File: src/rtl/fetch_controller.sv
// Instruction fetch sequencer: owns the fetch PC, issues one imem request at a
// time, and feeds decode through a registered slot backed by a one-entry skid.
module fetch_controller #(
  parameter logic [31:0] RESET_PC = 32'h0000_0000
) (
  input  logic        clk,
  input  logic        rst,
  input  logic        redirect_valid,
  input  logic [31:0] redirect_pc,
  input  logic        stall,
  output logic        imem_req,
  output logic [31:0] imem_addr,
  input  logic        imem_gnt,
  input  logic        imem_rvalid,
  input  logic [31:0] imem_rdata,
  output logic        inst_valid,
  output logic [31:0] inst,
  output logic [31:0] inst_pc,
  output logic [31:0] fetch_pc
);

  localparam int unsigned XLEN = 32;
  localparam logic [XLEN-1:0] NOP      = 32'h0000_0013;
  localparam logic [XLEN-1:0] PC_STEP  = 32'd4;

  typedef enum logic [2:0] {
    IDLE,
    REQ,
    WAIT,
    HOLD,
    DROP
  } state_t;

  state_t          state_q, state_d;
  logic [XLEN-1:0] fetch_pc_q, fetch_pc_d;
  logic [XLEN-1:0] req_pc_q, req_pc_d;
  logic [XLEN-1:0] skid_inst_q, skid_inst_d;
  logic [XLEN-1:0] skid_pc_q, skid_pc_d;
  logic            inst_valid_q, inst_valid_d;
  logic [XLEN-1:0] inst_q, inst_d;
  logic [XLEN-1:0] inst_pc_q, inst_pc_d;

  logic            consume;
  logic [XLEN-1:0] redirect_target;
  logic            unused_redirect_low;

  assign consume             = inst_valid_q && !stall;
  assign redirect_target     = {redirect_pc[XLEN-1:2], 2'b00};
  assign unused_redirect_low = ^redirect_pc[1:0];

  // State and datapath registers; the skid holds valid data exactly in HOLD.
  always_ff @(posedge clk) begin
    if (!rst) begin
      state_q      <= IDLE;
      fetch_pc_q   <= RESET_PC;
      req_pc_q     <= '0;
      skid_inst_q  <= '0;
      skid_pc_q    <= '0;
      inst_valid_q <= 1'b0;
      inst_q       <= NOP;
      inst_pc_q    <= '0;
    end else begin
      state_q      <= state_d;
      fetch_pc_q   <= fetch_pc_d;
      req_pc_q     <= req_pc_d;
      skid_inst_q  <= skid_inst_d;
      skid_pc_q    <= skid_pc_d;
      inst_valid_q <= inst_valid_d;
      inst_q       <= inst_d;
      inst_pc_q    <= inst_pc_d;
    end
  end

  // Next-state and slot/skid updates; redirect overrides the normal flow.
  always_comb begin
    state_d      = state_q;
    fetch_pc_d   = fetch_pc_q;
    req_pc_d     = req_pc_q;
    skid_inst_d  = skid_inst_q;
    skid_pc_d    = skid_pc_q;
    inst_valid_d = inst_valid_q && !consume;
    inst_d       = inst_q;
    inst_pc_d    = inst_pc_q;

    unique case (state_q)
      IDLE: begin
        state_d = REQ;
        if (redirect_valid) fetch_pc_d = redirect_target;
      end
      REQ: begin
        if (imem_gnt) begin
          req_pc_d   = fetch_pc_q;
          fetch_pc_d = fetch_pc_q + PC_STEP;
          state_d    = WAIT;
        end
      end
      WAIT: begin
        if (imem_rvalid) begin
          if (!inst_valid_q || consume) begin
            inst_d       = imem_rdata;
            inst_pc_d    = req_pc_q;
            inst_valid_d = 1'b1;
            state_d      = REQ;
          end else begin
            skid_inst_d = imem_rdata;
            skid_pc_d   = req_pc_q;
            state_d     = HOLD;
          end
        end
      end
      HOLD: begin
        if (consume) begin
          inst_d       = skid_inst_q;
          inst_pc_d    = skid_pc_q;
          inst_valid_d = 1'b1;
          state_d      = REQ;
        end
      end
      DROP: begin
        if (imem_rvalid) state_d = REQ;
      end
      default: state_d = IDLE;
    endcase

    // A granted-but-unanswered fetch becomes stale and is swallowed in DROP.
    if (redirect_valid && (state_q != IDLE)) begin
      fetch_pc_d   = redirect_target;
      inst_valid_d = 1'b0;
      unique case (state_q)
        REQ:     state_d = imem_gnt ? DROP : REQ;
        WAIT:    state_d = imem_rvalid ? REQ : DROP;
        HOLD:    state_d = REQ;
        DROP:    state_d = imem_rvalid ? REQ : DROP;
        default: state_d = REQ;
      endcase
    end
  end

  assign imem_req   = (state_q == REQ);
  assign imem_addr  = fetch_pc_q;
  assign fetch_pc   = fetch_pc_q;
  assign inst_valid = inst_valid_q;
  assign inst       = inst_q;
  assign inst_pc    = inst_pc_q;

endmodule

File: config.mk
export PLATFORM = sky130hd
export DESIGN_NAME = fetch_controller
export DESIGN_NICKNAME = d
export VERILOG_FILES = /design/src/rtl/fetch_controller.sv
export SDC_FILE = /design/constraint.sdc
export NUM_CORES = 1
export LEC_CHECK = 0
export ABC_AREA = 1
export ABC_CLOCK_PERIOD_IN_PS = 3200
export CAP_MARGIN = 10
export CELL_PAD_IN_SITES_DETAIL_PLACEMENT = 1
export CELL_PAD_IN_SITES_GLOBAL_PLACEMENT = 2
export CORE_ASPECT_RATIO = 1.4
export CORE_MARGIN = 3
export CORE_UTILIZATION = 30
export CTS_CLUSTER_SIZE = 28
export DETAILED_ROUTE_END_ITERATION = 8
export MAX_ROUTING_LAYER = met4
export PLACE_DENSITY = 0.95
export SYNTH_ARGS = -nofsm -noshare
export SYNTH_HDL_FRONTEND = slang
export SYNTH_SLANG_ARGS = --single-unit
File: constraint.sdc
create_clock -name clk -period 3.2 [get_ports clk]
set_input_delay 0.64 -clock clk [delete_from_list [all_inputs] [get_ports clk]]
set_output_delay 0.64 -clock clk [all_outputs]
set_load 0.005 [all_outputs]
==> impl_metrics.ini <==
[run_status]
status = complete, no violations

[global_route]
grt_max_degree = 78
grt_pass1_vias = 8497
track_usage = 0.170
grt_pass1_wl_um = 42800
grt-ovfl-total = 0
antenna_found_initial = 0

[placed_design]
dp_hpwl_um = 18700
dp_cells = 1757
numPortBuffers = 197
placed_cell_area_um2 = 10800
globalplace.congestion = 0.792
pre_cts_slack_ns = 0.608

[clock_tree]
clk_pin_slew_worst_paths_ns = 0.08
h-tree-depth = 4
cts_tree = yes
cts_hold_buf = 0
cts_buffer_depth = 2
root_buffer = clkbuf_16
insertion_delay_ns = 0.44
cts_post_setup_buffers_inserted = 0
cts_resized = 0
cts-buffers-inserted = 17
cts.sinks = 196

[cells_and_area]
nets = 1467
post-route-cell-area_um2 = 11500
num_antenna_cells = 0
layout.cells.non_filler = 1789
drive_gt1_frac = 0.0554
area_delta_synth_final_pct = 28.9

[logic_synthesis]
syn-mean-instance-area_um2 = 7.00
synth-edff-count = 0
ys_top_cells_by_area = dfxtp_1, o21ai_0, nor2_1
yosysTopAreaCell = dfxtp_1
synthTopCellsByCount = nor2_1, o21ai_0, nand2_1
yosys.cell_types.count = 36
postSynthCellCount = 1271
ys.flop_type = dfxtp_1
netlist.area_leader.share = 0.441
yosys_warnings = 0
synth_nets = 1342
synth_most_common_cell = nor2_1
async_flop_share = 0
synth_area_um2 = 8890
ys_ff_latch = 196
synth-seq-area-share = 0.441

[die]
initial_core_util = 0.305
die_height_um = 210
ios = 200
rows = 74
die_w_um = 152
core_area_um2 = 29200
dieArea_um2 = 31800

[run]
cap_violations = 0

[timing]
setup_slack_ns = 0.910
drv_slew = 0
maxSlewHeadroom = 0.532
finalSetupTns_ns = 0
finalHoldViolations = 0
worstMarginPinSlew_ns = 0.702
finalCritPeriodShare = 0.716
fmax_mhz = 437
rsz0062_at_grt = false
fin_worst_skew_ns = 0.00887
setup_violations = 0
min_period_ns = 2.29

[power_and_ir_drop]
p_comb_frac = 0.325
peakVddDrop_uv = 289
p_per_area_nw_per_um2 = 720
p_switching_mw = 2.74
p_leak_nw = 4.16
clockPowerShare = 0.276
p_total_mw = 8.26
netSwitchingFraction = 0.332
internal_power_mw = 5.52
p_seq_frac = 0.399

[route]
dr.pass1.iters = 4
detail_route.vias_per_cell = 4.73
drc = 0
vias = 8462
final_antenna_net_count = 0
wl_per_cell_um = 14.5
routed_wl_um = 25900
drt_iter0_drc = 229

[critical_path]
max_stage_delay_ns = 0.50
worst_setup_path_end_kind = output port
crit_chain = nand3_4 > inv_1 > clkdlybuf4s50_1
worstSetupStartpoint = state_q[0]
critPathRequiredTime_ns = 2.56
ff2ff_path_depth = 8
regToRegEndpoint = inst_pc[3]
cp_max_fo = 4
crit_type = flop to output port
worst_path_max_delay_cell = clkdlybuf4s50_1
rrSetupSlack_ns = 1.19
timing.rr.start = state_q[0]
start_kind = flop
crit_arrival_ns = 1.65
crit_end = imem_req

[min_path]
hold_path.class = flop to flop
-- layout make-up --
cell class | instances | area, um^2
clock inverters | 13 | 173
flip-flops and latches | 196 | 3920
well taps | 380 | 475
repair buffers | 215 | 2100
fillers | 3681 | 17700
multi-input cells | 864 | 3940
inverters | 102 | 388
clock buffers | 19 | 453
-- power groups by stage --
stage	registers, mW	logic, mW	clock network (mW)
after floorplan	3.30	1.47	0
after global placement	3.33	2.68	0
after detailed placement	3.36	2.73	0
after CTS	3.30	2.75	2.37
after global routing	3.37	3.05	2.48
final	3.29	2.69	2.28
-- through the flow --
stage          utilization  hold WS (ns)
2_1_floorplan            -         0.425
3_5_place_dp         0.372         0.441
5_1_grt              0.393         0.472
4_1_cts              0.393         0.453
3_3_place_gp         0.372         0.431
6_report             0.393         0.447
-- cells by family (layout without fill, tap and decap cells) --
family / after synthesis / after routing / share of synthesized area
AOI/OAI and AO/OA: 356 / 356 / 0.205
buffers and inverters: 211 / 349 / 0.116
adders and majority gates: 1 / 1 / 0.00141
and+or+nand+nor: 504 / 504 / 0.233
DFF: 196 / 196 / 0.441
xor gates and xnor gates: 3 / 3 / 0.00295
-- sequential cells by signal, summed over array words and instances (netlist names) --
| name | count |
|---|---|
| skid_inst_q | 32 |
| state_q | 3 |
| skid_pc_q | 32 |
| inst_valid | 1 |
| inst_pc | 32 |
| fetch_pc | 32 |
| req_pc_q | 32 |
| inst | 32 |
-- cells in the final DEF (no fill, tap or decap), types with 6 or more instances in the layout --
cell type,netlist,final
nand3_1,37,37
a21oi_1,101,101
nor2_1,235,235
buf_4,35,19
inv_2,8,6
o21ai_1,14,14
nand2_1,197,197
clkdlybuf4s50_1,0,196
nor3_1,11,11
dfxtp_1,196,196
o21ai_0,223,223
clkbuf_16,0,17
inv_1,92,92
o211ai_1,8,8
-- critical path, delay by kind of cell (launching register included) --
| kind | cells | cell delay [ns] |
|---|---|---|
| DFF | 1 | 0.46 |
| buffers and inverters | 2 | 0.61 |
| and+or+nand+nor | 1 | 0.15 |
-- metal layers --
layer	share of wire	wire, um	vias up	global-route usage
li1	-	-	4326	-
met4	0.018	455	0	0.0518
met1	0.46	11800	3935	0.208
met2	0.50	12800	171	0.289
met3	0.032	822	30	0.0255
met5	0	0	-	-
-- worst min path at each step --
stage,end,depth (start not counted),from,slack [ns]
finish,skid_pc_q[5],2,skid_pc_q[5],0.45
global route,skid_inst_q[7],2,skid_inst_q[7],0.47
CTS,skid_pc_q[27],2,skid_pc_q[27],0.45
detailed placement,skid_pc_q[1],2,skid_pc_q[1],0.44
global placement,skid_inst_q[14],2,skid_inst_q[14],0.43
floorplan,skid_inst_q[10],2,skid_inst_q[10],0.42
Power figures use the tool's default switching activity.
